<file path="src/rtl/apb_master_gen_pkg.sv">
// Shared APB definitions: transfer-state encoding, select-width helper and
// a one-hot slave-select decoder.
package apb_pkg;

    typedef enum logic [1:0] {
        IDLE   = 2'd0,
        SETUP  = 2'd1,
        ACCESS = 2'd2
    } apb_state_t;

    localparam int MAX_SLV = 16;

    function automatic int sel_width(input int n);
        return (n > 1) ? $clog2(n) : 1;
    endfunction

    // Out-of-range indices decode to all-zero so no slave is ever selected.
    function automatic logic [MAX_SLV-1:0] onehot_sel(input int unsigned idx,
                                                      input int unsigned n);
        logic [MAX_SLV-1:0] oh;
        oh = '0;
        if (idx < n && idx < MAX_SLV) oh = MAX_SLV'(1) << idx;
        return oh;
    endfunction

endpackage

</file>
<file path="src/rtl/apb_master_gen_if.sv">
// APB bus bundle between one master and its peripherals.
interface apb_master_gen_if #(
    parameter int ADDR_W = 8,
    parameter int DATA_W = 8,
    parameter int N_SLV  = 4
) ();
    logic [N_SLV-1:0]  PSEL;
    logic              PENABLE;
    logic              PWRITE;
    logic [ADDR_W-1:0] PADDR;
    logic [DATA_W-1:0] PWDATA;
    logic              PREADY;
    logic [DATA_W-1:0] PRDATA;
    logic              PSLVERR;

    modport master (
        output PSEL, PENABLE, PWRITE, PADDR, PWDATA,
        input  PREADY, PRDATA, PSLVERR
    );

    modport slave (
        input  PSEL, PENABLE, PWRITE, PADDR, PWDATA,
        output PREADY, PRDATA, PSLVERR
    );
endinterface

</file>
<file path="src/rtl/apb_master_gen_wait.sv">
// Saturating wait-state counter; expired_o flags the increment that reaches
// TIMEOUT. TIMEOUT=0 never expires.
module apb_wait_timer #(
    parameter int TIMEOUT = 16
) (
    input  logic clk,
    input  logic rst,
    input  logic clr_i,
    input  logic en_i,
    output logic expired_o
);
    localparam int CNT_W = (TIMEOUT > 0) ? $clog2(TIMEOUT + 1) : 1;
    localparam logic [CNT_W-1:0] CNT_MAX = CNT_W'(TIMEOUT);

    logic [CNT_W-1:0] cnt_q, cnt_d;

    always_comb begin
        cnt_d = cnt_q;
        if (clr_i) cnt_d = '0;
        else if (en_i && cnt_q != CNT_MAX) cnt_d = cnt_q + 1'b1;
    end

    always_ff @(posedge clk or posedge rst) begin
        if (rst) cnt_q <= '0;
        else     cnt_q <= cnt_d;
    end

    assign expired_o = (TIMEOUT != 0) && en_i && (cnt_q == CNT_MAX - 1'b1);
endmodule

</file>
<file path="src/rtl/apb_master_gen.sv">
// APB master: one command per handshake, IDLE->SETUP->ACCESS with wait states,
// PSLVERR and wait-state timeout; every output is registered.
module apb_master_gen
    import apb_pkg::*;
#(
    parameter int DATA_W  = 8,
    parameter int ADDR_W  = 8,
    parameter int N_SLV   = 4,
    parameter int SEL_W   = sel_width(N_SLV),
    parameter int TIMEOUT = 16
) (
    input  logic              PCLK,
    input  logic              PRESET,
    input  logic              i_data_ready,
    input  logic              i_write,
    input  logic [ADDR_W-1:0] i_addr,
    input  logic [DATA_W-1:0] i_data,
    input  logic [SEL_W-1:0]  i_protocol_sel,
    input  logic              i_alu_error,
    output logic              o_waiting,
    output logic              o_transfer_done,
    output logic              o_error,
    output logic [DATA_W-1:0] o_rdata,
    output apb_state_t        o_dbg_state,
    apb_master_gen_if.master  apb
);
    apb_state_t        state_q, state_d;
    logic [N_SLV-1:0]  psel_q, psel_d;
    logic              penable_q, penable_d;
    logic              pwrite_q, pwrite_d;
    logic [ADDR_W-1:0] paddr_q, paddr_d;
    logic [DATA_W-1:0] pwdata_q, pwdata_d;
    logic [DATA_W-1:0] rdata_q, rdata_d;
    logic              done_q, done_d;
    logic              error_q, error_d;
    logic              waiting_q, waiting_d;
    logic              sel_ok;
    logic              timer_clr, timer_en, timer_expired;

    assign sel_ok    = 32'(i_protocol_sel) < N_SLV;
    assign timer_clr = (state_q == SETUP);
    assign timer_en  = (state_q == ACCESS) && !apb.PREADY;

    apb_wait_timer #(.TIMEOUT(TIMEOUT)) u_timer (
        .clk       (PCLK),
        .rst       (PRESET),
        .clr_i     (timer_clr),
        .en_i      (timer_en),
        .expired_o (timer_expired)
    );

    always_comb begin
        state_d   = state_q;
        psel_d    = psel_q;
        penable_d = penable_q;
        pwrite_d  = pwrite_q;
        paddr_d   = paddr_q;
        pwdata_d  = pwdata_q;
        rdata_d   = rdata_q;
        done_d    = 1'b0;
        error_d   = 1'b0;
        waiting_d = waiting_q;
        case (state_q)
            IDLE: begin
                psel_d    = '0;
                penable_d = 1'b0;
                waiting_d = 1'b1;
                if (i_data_ready) begin
                    // Rejected commands answer next cycle without touching the bus.
                    if (i_alu_error || !sel_ok) begin
                        done_d  = 1'b1;
                        error_d = 1'b1;
                    end else begin
                        state_d   = SETUP;
                        psel_d    = N_SLV'(onehot_sel(32'(i_protocol_sel), N_SLV));
                        pwrite_d  = i_write;
                        paddr_d   = i_addr;
                        pwdata_d  = i_write ? i_data : '0;
                        waiting_d = 1'b0;
                    end
                end
            end
            SETUP: begin
                state_d   = ACCESS;
                penable_d = 1'b1;
                waiting_d = 1'b0;
            end
            ACCESS: begin
                // PREADY has priority over a timeout reached in the same cycle.
                if (apb.PREADY) begin
                    state_d   = IDLE;
                    psel_d    = '0;
                    penable_d = 1'b0;
                    waiting_d = 1'b1;
                    done_d    = 1'b1;
                    error_d   = apb.PSLVERR;
                    if (!pwrite_q && !apb.PSLVERR) rdata_d = apb.PRDATA;
                end else if (timer_expired) begin
                    state_d   = IDLE;
                    psel_d    = '0;
                    penable_d = 1'b0;
                    waiting_d = 1'b1;
                    done_d    = 1'b1;
                    error_d   = 1'b1;
                end
            end
            default: begin
                state_d   = IDLE;
                psel_d    = '0;
                penable_d = 1'b0;
                waiting_d = 1'b1;
            end
        endcase
    end

    always_ff @(posedge PCLK or posedge PRESET) begin
        if (PRESET) begin
            state_q   <= IDLE;
            psel_q    <= '0;
            penable_q <= 1'b0;
            pwrite_q  <= 1'b0;
            paddr_q   <= '0;
            pwdata_q  <= '0;
            rdata_q   <= '0;
            done_q    <= 1'b0;
            error_q   <= 1'b0;
            waiting_q <= 1'b1;
        end else begin
            state_q   <= state_d;
            psel_q    <= psel_d;
            penable_q <= penable_d;
            pwrite_q  <= pwrite_d;
            paddr_q   <= paddr_d;
            pwdata_q  <= pwdata_d;
            rdata_q   <= rdata_d;
            done_q    <= done_d;
            error_q   <= error_d;
            waiting_q <= waiting_d;
        end
    end

    assign apb.PSEL        = psel_q;
    assign apb.PENABLE     = penable_q;
    assign apb.PWRITE      = pwrite_q;
    assign apb.PADDR       = paddr_q;
    assign apb.PWDATA      = pwdata_q;
    assign o_waiting       = waiting_q;
    assign o_transfer_done = done_q;
    assign o_error         = error_q;
    assign o_rdata         = rdata_q;
    assign o_dbg_state     = state_q;
endmodule

</file>
<file path="src/flat_wrapper.sv">
// flat-port wrapper written by rule: the top's interface ports become plain ports
module apb_master_gen_flat import apb_pkg::*;
#(
    parameter int DATA_W  = 8,
    parameter int ADDR_W  = 8,
    parameter int N_SLV   = 4,
    parameter int SEL_W   = sel_width(N_SLV),
    parameter int TIMEOUT = 16
)
  (PCLK, PRESET, i_data_ready, i_write, i_addr, i_data, i_protocol_sel, i_alu_error, o_waiting, o_transfer_done, o_error, o_rdata, o_dbg_state, apb_PSEL, apb_PENABLE, apb_PWRITE, apb_PADDR, apb_PWDATA, apb_PREADY, apb_PRDATA, apb_PSLVERR);
  apb_master_gen_if #(.ADDR_W(ADDR_W), .DATA_W(DATA_W), .N_SLV(N_SLV)) apb_i ();
  input  logic PCLK;
  input  logic PRESET;
  input  logic i_data_ready;
  input  logic i_write;
  input  logic [ADDR_W-1:0] i_addr;
  input  logic [DATA_W-1:0] i_data;
  input  logic [SEL_W-1:0] i_protocol_sel;
  input  logic i_alu_error;
  output logic o_waiting;
  output logic o_transfer_done;
  output logic o_error;
  output logic [DATA_W-1:0] o_rdata;
  output apb_state_t o_dbg_state;
  output wire logic [$bits(apb_i.PSEL)-1:0] apb_PSEL;
  output wire logic [$bits(apb_i.PENABLE)-1:0] apb_PENABLE;
  output wire logic [$bits(apb_i.PWRITE)-1:0] apb_PWRITE;
  output wire logic [$bits(apb_i.PADDR)-1:0] apb_PADDR;
  output wire logic [$bits(apb_i.PWDATA)-1:0] apb_PWDATA;
  input wire logic [$bits(apb_i.PREADY)-1:0] apb_PREADY;
  input wire logic [$bits(apb_i.PRDATA)-1:0] apb_PRDATA;
  input wire logic [$bits(apb_i.PSLVERR)-1:0] apb_PSLVERR;
  assign apb_PSEL = apb_i.PSEL;
  assign apb_PENABLE = apb_i.PENABLE;
  assign apb_PWRITE = apb_i.PWRITE;
  assign apb_PADDR = apb_i.PADDR;
  assign apb_PWDATA = apb_i.PWDATA;
  assign apb_i.PREADY = apb_PREADY;
  assign apb_i.PRDATA = apb_PRDATA;
  assign apb_i.PSLVERR = apb_PSLVERR;
  apb_master_gen #(.DATA_W(DATA_W), .ADDR_W(ADDR_W), .N_SLV(N_SLV), .SEL_W(SEL_W), .TIMEOUT(TIMEOUT)) u_core (.PCLK(PCLK), .PRESET(PRESET), .i_data_ready(i_data_ready), .i_write(i_write), .i_addr(i_addr), .i_data(i_data), .i_protocol_sel(i_protocol_sel), .i_alu_error(i_alu_error), .o_waiting(o_waiting), .o_transfer_done(o_transfer_done), .o_error(o_error), .o_rdata(o_rdata), .o_dbg_state(o_dbg_state), .apb(apb_i));
endmodule
</file>
<file path="config.mk">
export PLATFORM = sky130hd
export DESIGN_NAME = apb_master_gen_flat
export DESIGN_NICKNAME = d
export VERILOG_FILES = /design/src/rtl/apb_master_gen_pkg.sv /design/src/rtl/apb_master_gen_if.sv /design/src/rtl/apb_master_gen_wait.sv /design/src/rtl/apb_master_gen.sv /design/src/flat_wrapper.sv
export SDC_FILE = /design/constraint.sdc
export NUM_CORES = 1
export LEC_CHECK = 0
export CAP_MARGIN = 20
export CORE_ASPECT_RATIO = 0.5
export CORE_MARGIN = 10
export CORE_UTILIZATION = 43
export CTS_CLUSTER_DIAMETER = 30
export DETAILED_ROUTE_END_ITERATION = 16
export MAX_ROUTING_LAYER = met4
export PLACE_DENSITY = 0.79
export SYNTH_ARGS = -nofsm -noshare
export SYNTH_HDL_FRONTEND = slang
export SYNTH_SLANG_ARGS = --single-unit
</file>
<file path="constraint.sdc">
create_clock -name PCLK -period 2.4 [get_ports PCLK]
set_input_delay 0.36 -clock PCLK [delete_from_list [all_inputs] [get_ports PCLK]]
set_output_delay 0.36 -clock PCLK [all_outputs]
set_load 0.01 [all_outputs]
</file>
==> impl_metrics.py, run 1 <==
metrics = {
    "sta": {
        "fin_crit_ns": 1.98,
        "rsz0062_at_grt": "no",
        "setup_tns_ns": 0,
        "worstMarginPinSlew_ns": 0.506,
        "skew_ns": 0.00442,
        "slew_headroom": 0.663,
        "hold_slack_ns": 0.472,
        "finalHoldViolCount": 0,
        "period_share": 0.824,
        "setup_viol": 0,
        "fmax_mhz": 506,
        "slew_violations": 0,
    },
    "route": {
        "dr.pass1.iters": 4,
        "route.vias.total": 1448,
        "wl_mm": 4.51,
        "drtIter0Drc": 51,
        "drc": 0,
        "vias_per_cell": 5.03,
        "antenna_left": 0,
        "wl_per_cell_um": 15.7,
    },
    "logic_synthesis": {
        "syn_area_um2": 1770,
        "synth.distinct_cells": 37,
        "syn_area_per_cell_um2": 10.6,
        "seq_area_frac_synth": 0.568,
        "syn-num-nets": 203,
        "synth-seq-cells": 40,
        "yosysWarnings": 0,
        "synthCells": 167,
    },
    "die": {
        "die_height_um": 65.3,
        "coreArea_um2": 3920,
        "rows": 16,
        "top_level_ports": 68,
        "start_util": 0.450,
        "die_w_um": 111,
        "die_area_um2": 7220,
    },
    "clock_network": {
        "post_cts_resized": 0,
        "clockBufferDepth": 2,
        "cts_tree": "yes",
        "cts_made_buffers": 5,
        "cts_sinks": 40,
        "cts_root_buf": "clkbuf_8",
        "clkTransAtPathRegs_ns": 0.08,
        "cts-htree-levels": 2,
        "post_cts_buffers": 0,
        "cts_hold_buf": 0,
        "clock_latency_ns": 0.29,
    },
    "outcome": {
        "status": "complete, no violations",
    },
    "layout": {
        "drive_above_1_share": 0.111,
        "nNetsFinal": 269,
        "area_growth_pct": 43.6,
        "n_antenna_cell": 0,
    },
    "power_and_ir_drop": {
        "p_per_area_nw_per_um2": 820,
        "leakage_nw": 1.16,
        "vdd_ir_drop_max_v": 0.000398,
    },
    "global_routing": {
        "grt_max_degree": 41,
        "grt_usage": 0.127,
        "antenna_found_initial": 0,
        "first_global_vias": 1477,
        "grt_pass1_wl_mm": 7.56,
        "grt_remaining_overflow": 0,
    },
    "placement": {
        "port_buffers": 67,
        "place_congestion": 0.772,
        "dpl.hpwl_mm": 3.38,
    },
    "hold_path": {
        "min_path_type": "reg2reg",
    },
    "critical_path": {
        "worstPathMaxFanout": 5,
        "critPathCaptureType": "register",
        "required_ns": 2.63,
        "cp.arrival_ns": 2.21,
        "path_class": "reg2reg",
        "crit_path_start_kind": "register",
    },
    "flow_run": {
        "drv_cap": 0,
    },
}
[final timing paths]
kind,to,slack [ns],start,cells past startpoint
worst max-delay path,u_core.apb.PSEL[1],0.42,u_core.u_timer.cnt_q[0],6
worst min-delay path,u_core.apb.PWDATA[6],0.47,u_core.apb.PWDATA[6],2
worst max register to register,u_core.apb.PSEL[1],0.42,u_core.u_timer.cnt_q[0],6
worst min register to register,u_core.apb.PWDATA[6],0.47,u_core.apb.PWDATA[6],2
max in group asynchronous,u_core.o_waiting,1.56,PRESET,3
min in group asynchronous,u_core.o_rdata[3],0.48,PRESET,3
[state kept, by name, indices dropped and copies added, names as in the netlist]
signal / flops
u_core.apb.PSEL: 4
u_core.apb.PENABLE: 1
u_core.u_timer.cnt_q: 5
u_core.o_dbg_state: 2
u_core.o_error: 1
u_core.o_rdata: 8
u_core.apb.PWRITE: 1
u_core.o_waiting: 1
u_core.apb.PADDR: 8
u_core.o_transfer_done: 1
u_core.apb.PWDATA: 8
[where the power goes]
part	switching [mW]	internal (mW)	total (mW)
combinational	0.281	0.412	0.694
sequential	0.104	0.832	0.936
clock	0.245	0.203	0.448
total	0.631	1.45	2.08
[logic make-up after synthesis]
| group | synth area share |
|---|---|
| and+or+nand+nor | 0.208 |
| DFF | 0.568 |
| AOI/OAI and AO/OA | 0.0907 |
| buffers and inverters | 0.0553 |
| muxes | 0.0574 |
| adders and majority gates | 0.0213 |
[stage by stage]
stage	total power, mW	utilization	cell area, µm²	worst slack [ns]	instances
after floorplan	1.24	-	1770	0.611	167
after global placement	1.63	0.624	2450	0.357	280
after detailed placement	1.65	0.624	2450	0.308	280
after CTS	2.10	0.646	2530	0.427	288
after global routing	2.20	0.646	2530	0.309	288
final	2.08	0.646	2530	0.422	288
[critical path: stages, from the launching register on]
cell and delay [ns]:
dfrtp_1 0.43, ha_1 0.25, and3_1 0.19, ha_1 0.21, or4b_4 0.51, nand2_1 0.19
a22o_1 0.15
[cells in the mapped netlist]
cell | n | area share
nand2b_1 | 1 | 0.0035
dfstp_2 | 1 | 0.015
and4_1 | 1 | 0.0050
nor4bb_1 | 1 | 0.0057
a22o_1 | 5 | 0.025
o41ai_1 | 1 | 0.0050
nor2_1 | 3 | 0.0064
o2bb2ai_2 | 1 | 0.0085
buf_6 | 3 | 0.019
ha_1 | 3 | 0.021
nand2_1 | 49 | 0.10
inv_1 | 8 | 0.017
o21ai_0 | 3 | 0.0085
and3_1 | 1 | 0.0035
inv_2 | 1 | 0.0021
nor3_1 | 1 | 0.0028
or4b_4 | 2 | 0.016
dfrtp_1 | 39 | 0.55
a21oi_1 | 4 | 0.011
mux2_2 | 9 | 0.057
nor2b_1 | 1 | 0.0035
nand2_2 | 1 | 0.0035
clkbuf_1 | 2 | 0.0043
or3b_2 | 1 | 0.0050
nand3_1 | 9 | 0.026
a32o_1 | 2 | 0.011
a21o_1 | 1 | 0.0043
nor4b_1 | 1 | 0.0050
nand4b_1 | 1 | 0.0050
or2_2 | 1 | 0.0035
o22ai_1 | 2 | 0.0071
or3_1 | 1 | 0.0035
nand4bb_1 | 1 | 0.0064
buf_4 | 1 | 0.0043
o2bb2ai_1 | 1 | 0.0050
o22a_1 | 1 | 0.0050
buf_2 | 3 | 0.0085
[metal layers]
layer / track usage / routed length [µm] / vias up / part of all wire
li1: - / - / 695 / -
met1: 0.142 / 1850 / 709 / 0.41
met2: 0.228 / 2460 / 37 / 0.55
met3: 0.0263 / 156 / 7 / 0.035
met4: 0.0387 / 39 / 0 / 0.0086
met5: - / 0 / - / 0
[final cells by class]
cell class | instances | area (µm²)
Clock buffer | 5 | 68.8
Tap cell | 54 | 67.6
Sequential cell | 40 | 1000
Multi-Input combinational cell | 109 | 666
Inverter | 9 | 33.8
Fill cell | 323 | 1390
Timing Repair Buffer | 68 | 678
Clock inverter | 3 | 18.8
[placed cells by master (no fill, tap or decap), drive strengths merged, types with 4 or more instances in the layout]
cell type and n:
nand3 9, inv 9, dfrtp 39, clkdlybuf4s50 67
nand2 50, mux2 9, a21oi 4, clkbuf 5
a22o 5
No activity file was read; power rests on OpenSTA's default activity.
==> inputs of run 2 (changes only) <==
--- a/config.mk
+++ b/config.mk
@@ -8,11 +8,11 @@
 export CAP_MARGIN = 20
 export CORE_ASPECT_RATIO = 0.5
 export CORE_MARGIN = 10
-export CORE_UTILIZATION = 43
+export CORE_UTILIZATION = 39
 export CTS_CLUSTER_DIAMETER = 30
 export DETAILED_ROUTE_END_ITERATION = 16
 export MAX_ROUTING_LAYER = met4
-export PLACE_DENSITY = 0.79
+export PLACE_DENSITY = 0.75
 export SYNTH_ARGS = -nofsm -noshare
 export SYNTH_HDL_FRONTEND = slang
 export SYNTH_SLANG_ARGS = --single-unit
==> constraint.sdc (replaced) <==
create_clock -name PCLK -period 1.7 [get_ports PCLK]
set_input_delay 0.255 -clock PCLK [delete_from_list [all_inputs] [get_ports PCLK]]
set_output_delay 0.255 -clock PCLK [all_outputs]
set_load 0.01 [all_outputs]
==> run 2 against run 1 <==
  * The flow now finishes with violations (negative setup slack)
  * Sequential share of layout area decreased by 4.2 points
  * Sequential power increased by 38%
  * Worst hold slack got worse by 0.18 ns
==> impl_metrics.py, run 2 (synthesized netlist as in run 1, its figures left out) <==
metrics = {
    "outcome": {
        "status": "finished with violations",
        "violations": "negative setup slack",
    },
    "route": {
        "wl_per_cell_um": 16.1,
        "wl_mm": 5.08,
        "drtIter0Drc": 83,
        "drc": 0,
        "dr.pass1.iters": 4,
        "antenna_left": 0,
        "vias_per_cell": 4.84,
        "route.vias.total": 1528,
    },
    "layout": {
        "nNetsFinal": 294,
        "n_antenna_cell": 0,
        "final_cell_mix": "clkdlybuf4s50_1, nand2_1, dfrtp_1",
        "drive_above_1_share": 0.239,
        "area_growth_pct": 60.7,
        "final_area_um2": 2840,
        "fill_cells": 357,
        "multiInputGateArea_um2": 736,
        "mostFrequentLayoutCell": "clkdlybuf4s50_1",
        "register_area_um2": 1000,
    },
    "die": {
        "start_util": 0.403,
        "rows": 17,
        "die_area_um2": 7780,
        "coreArea_um2": 4380,
        "die_w_um": 115,
        "die_height_um": 67.6,
        "top_level_ports": 68,
    },
    "power_and_ir_drop": {
        "leakage_nw": 1.32,
        "p_per_area_nw_per_um2": 1160,
        "vdd_ir_drop_max_v": 0.000509,
    },
    "critical_path": {
        "crit-reg2reg-launch": "u_core.u_timer.cnt_q[0]",
        "r2r_slack_ns": -0.04,
        "path_class": "reg2reg",
        "critPathCaptureType": "register",
        "cp.arrival_ns": 1.98,
        "cp-startpoint": "u_core.u_timer.cnt_q[0]",
        "crit_path_start_kind": "register",
        "r2r-end": "u_core.apb.PSEL[1]",
        "worstPathMaxFanout": 5,
        "required_ns": 1.93,
        "reg2reg_depth": 6,
    },
    "sta": {
        "slew_violations": 0,
        "setup_tns_ns": -0.134,
        "worstMarginPinSlew_ns": 0.331,
        "setup_ws_ns": -0.0423,
        "slew_headroom": 0.779,
        "rsz0062_at_grt": "yes",
        "skew_ns": 0.00263,
        "fin_crit_ns": 1.74,
        "setup_viol": 5,
        "fmax_mhz": 574,
        "finalHoldViolCount": 0,
        "period_share": 1.02,
    },
    "global_routing": {
        "grt_max_degree": 27,
        "grt_pass1_wl_mm": 8.05,
        "first_global_vias": 1645,
        "antenna_found_initial": 0,
        "grt_remaining_overflow": 0,
        "grt_usage": 0.133,
    },
    "clock_network": {
        "cts_hold_buf": 0,
        "cts_made_buffers": 5,
        "cts_sinks": 40,
        "cts_tree": "yes",
        "cts-htree-levels": 2,
        "clock_latency_ns": 0.29,
        "cts_root_buf": "clkbuf_8",
        "clkTransAtPathRegs_ns": 0.08,
        "clockBufferDepth": 2,
    },
    "placement": {
        "dpl.hpwl_mm": 3.89,
        "post_dp_cell_area_um2": 2630,
        "port_buffers": 67,
        "place_congestion": 0.805,
    },
    "flow_run": {
        "drv_cap": 0,
    },
    "hold_path": {
        "min_path_type": "in2async",
    },
}
## run 2: repair_timing
action | in CTS | in global routing
pin swaps | 2 | 4
setup endpoints to repair | 6 | 10
resized for setup | 3 | 9
setup buffers | 3 | 2
## run 2: per-layer routing
| layer | up-vias | global-route usage | share of wire |
|---|---|---|---|
| li1 | 746 | - | - |
| met1 | 751 | 0.148 | 0.41 |
| met2 | 27 | 0.228 | 0.54 |
| met3 | 4 | 0.0354 | 0.045 |
| met4 | 0 | 0.0460 | 0.010 |
| met5 | - | - | 0 |
## run 2: layout make-up
type                       count  area share
clock buffer                   7      0.0340
clock inverter                 1      0.0106
inverter                       9      0.0119
multi-input combinational    109       0.259
sequential                    40       0.354
tap                           57      0.0251
timing repair buffer          93       0.306
## run 2: worst max-delay path, cell delays in order (launching register included)
cell and delay [ns]:
dfrtp_1 0.40, ha_2 0.20, and3_4 0.18, ha_4 0.15
or4b_4 0.51, nand2_4 0.10, a22o_1 0.13
## run 2: worst max-delay path by stage
stage	endpoint	slack, ns	depth (start not counted)
after global routing	u_core.apb.PSEL[3]	-0.1	6
after detailed placement	u_core.apb.PWDATA[6]	-0.05	6
final	u_core.apb.PSEL[1]	-0.04	6
after floorplan	u_core.o_waiting	0.006	5
after CTS	u_core.apb.PSEL[3]	-0.02	6
after global placement	u_core.apb.PSEL[0]	0.009	5
## run 2: through the flow
stage	total power [mW]	hold WS (ns)	cells	setup slack, ns	util
4_1_cts	3.28	0.289	314	-0.0235	0.635
3_5_place_dp	2.40	0.460	303	-0.0475	0.600
5_1_grt	3.50	0.309	316	-0.0982	0.648
2_1_floorplan	1.75	0.330	167	0.00585	-
6_report	3.29	0.290	316	-0.0423	0.648
3_3_place_gp	2.37	0.458	303	0.00908	0.600
## run 2: report_power, final
group	leakage (nW)	switching (mW)	internal (mW)
Combinational	0.748	0.456	0.690
Clock	0.0645	0.338	0.518
Sequential	0.512	0.116	1.18
==> inputs of run 3 (changes only) <==
--- a/config.mk
+++ b/config.mk
@@ -12,7 +12,7 @@
 export CTS_CLUSTER_DIAMETER = 30
 export DETAILED_ROUTE_END_ITERATION = 16
 export MAX_ROUTING_LAYER = met4
-export PLACE_DENSITY = 0.75
+export PLACE_DENSITY_LB_ADDON = 0.12
 export SYNTH_ARGS = -nofsm -noshare
 export SYNTH_HDL_FRONTEND = slang
 export SYNTH_SLANG_ARGS = --single-unit
==> run 3 against run 2 <==
  * The run still ends with negative setup slack left
  * Worst hold slack better by 0.042 ns
  * Via count decreased by 3.1%
  * First-iteration DRC count decreased by 27%
  * Die area stayed put
  * Combinational power down 6%
  * Design area decreased by 3.7%
  * Clock-buffer cell count fell by 1
  * Cell count decreased by 2.5%
  * Core utilization shrank 2.4 points
  * Sequential share of layout area is 1.3 points higher
  * Non-clock buffer count fell by 7
  * Fmax rose by 1.5%
==> impl_metrics.py, run 3 (synthesized netlist as in run 1, its figures left out) <==
metrics = {
    "critical_path": {
        "critPathCaptureType": "register",
        "cp.arrival_ns": 1.94,
        "cp_slowest_stage_delay_ns": 0.51,
        "path_class": "reg2reg",
        "path_cells": "ha_2 -> and3_4 -> ha_4 -> or4b_4 -> nand2_4 -> a32o_1",
        "worstPathMaxFanout": 5,
        "required_ns": 1.92,
        "crit_path_start_kind": "register",
        "crit_slowest_cell": "or4b_4",
    },
    "sta": {
        "period_share": 1.01,
        "fin_crit_ns": 1.72,
        "setup_tns_ns": -0.0356,
        "worstMarginPinSlew_ns": 0.307,
        "skew_ns": 0.00648,
        "setup_ws_ns": -0.0162,
        "setup_viol": 3,
        "slew_headroom": 0.793,
        "fmax_mhz": 583,
        "hold_slack_ns": 0.332,
        "rsz0062_at_grt": "yes",
        "slew_violations": 0,
        "finalHoldViolCount": 0,
    },
    "clock_network": {
        "cts_made_buffers": 5,
        "clkTransAtPathRegs_ns": 0.08,
        "cts_root_buf": "clkbuf_8",
        "clockBufferDepth": 2,
        "cts-htree-levels": 2,
        "cts_tree": "yes",
        "cts_sinks": 40,
        "clock_latency_ns": 0.29,
    },
    "layout": {
        "stdcell_count": 308,
        "n_antenna_cell": 0,
        "nNetsFinal": 287,
        "mostFrequentLayoutCell": "clkdlybuf4s50_1",
        "area_growth_pct": 54.9,
        "drive_above_1_share": 0.187,
        "final_cell_mix": "clkdlybuf4s50_1, nand2_1, dfrtp_1",
        "fill_cells": 381,
    },
    "power_and_ir_drop": {
        "p_int_mw": 2.11,
        "leakage_nw": 1.27,
        "switching_share": 0.292,
        "p_comb_frac": 0.364,
        "p_seq_frac": 0.435,
        "p_per_area_nw_per_um2": 1090,
        "p_clk_frac": 0.200,
        "p_sw_mw": 0.867,
        "vdd_ir_drop_max_v": 0.000487,
    },
    "placement": {
        "placed_cells_incl_taps": 301,
        "dpl.hpwl_mm": 3.59,
        "place_congestion": 0.846,
        "port_buffers": 67,
    },
    "route": {
        "vias_per_cell": 4.81,
        "wl_per_cell_um": 15.4,
        "drtIter0Drc": 61,
        "drc": 0,
        "route.vias.total": 1481,
        "dr.pass1.iters": 4,
        "wl_mm": 4.73,
        "antenna_left": 0,
    },
    "global_routing": {
        "grt_pass1_wl_mm": 7.78,
        "antenna_found_initial": 0,
        "grt_remaining_overflow": 0,
        "first_global_vias": 1573,
        "grt_usage": 0.129,
        "grt_max_degree": 41,
    },
    "die": {
        "coreArea_um2": 4380,
        "rows": 17,
        "die_w_um": 115,
        "die_height_um": 67.6,
        "start_util": 0.403,
        "top_level_ports": 68,
        "die_area_um2": 7780,
    },
    "hold_path": {
        "min_path_type": "in2async",
    },
    "outcome": {
        "status": "finished with violations",
        "violations": "negative setup slack",
    },
    "flow_run": {
        "drv_cap": 0,
    },
}
-- run 3: timing repair --
action / 4_1_cts / 5_1_grt
resized for setup: 0 / 4
buffers inserted: 0 / 0
hold buffers: 0 / 0
pin swaps: 3 / 1
setup endpoints to repair: 6 / 10
-- run 3: power by group through the flow --
stage	combinational (mW)	clock, mW	sequential, mW
after global routing	1.18	0.659	1.33
after global placement	1.07	0	1.31
final	1.08	0.595	1.29
after floorplan	0.337	0	1.41
after detailed placement	1.09	0	1.31
after CTS	1.09	0.612	1.30
-- run 3: metal layers --
layer / GRT usage / vias up / share of wire
li1: - / 728 / -
met4: 0.0368 / 0 / 0.011
met2: 0.213 / 39 / 0.50
met3: 0.0433 / 4 / 0.055
met5: - / - / 0
met1: 0.148 / 710 / 0.43
-- run 3: final cells by class --
class / count / area, µm² / share of cell area
Tap cell: 57 / 71.3 / 0.0261
Clock inverter: 1 / 5.00 / 0.00183
Multi-Input combinational cell: 109 / 708 / 0.259
Sequential cell: 40 / 1000 / 0.367
Clock buffer: 6 / 72.6 / 0.0265
Inverter: 9 / 33.8 / 0.0124
Timing Repair Buffer: 86 / 841 / 0.308
-- run 3: worst max-delay path: cells and delay by family (launching register included) --
family / cells / cell delay (ns)
adder cells (fa/ha/maj): 2 / 0.35
flip-flops: 1 / 0.39
AO/OA/AOI/OAI: 1 / 0.12
AND/OR/NAND/NOR: 3 / 0.79
-- run 3: per-stage QoR --
step	worst slack, ns	area (µm²)	power (mW)	utilization
final	-0.0162	2730	2.97	0.624
after global routing	-0.0754	2730	3.16	0.624
after CTS	-0.0202	2720	3.01	0.620
after detailed placement	-0.0454	2640	2.40	0.602
after global placement	0.00166	2640	2.38	0.602
after floorplan	0.00585	1790	1.75	-
-- run 3: final timing paths --
kind                                         start                    to  slack, ns  cells past startpoint
max in group asynchronous                   PRESET      u_core.o_waiting       1.12                      3
hold / removal                              PRESET    u_core.apb.PSEL[2]       0.33                      3
hold reg to reg               u_core.apb.PWDATA[0]  u_core.apb.PWDATA[0]       0.47                      2
min in group PCLK             u_core.apb.PWDATA[0]  u_core.apb.PWDATA[0]       0.47                      2
setup / recovery           u_core.u_timer.cnt_q[0]    u_core.apb.PSEL[3]      -0.02                      6
setup reg to reg           u_core.u_timer.cnt_q[0]    u_core.apb.PSEL[3]      -0.02                      6
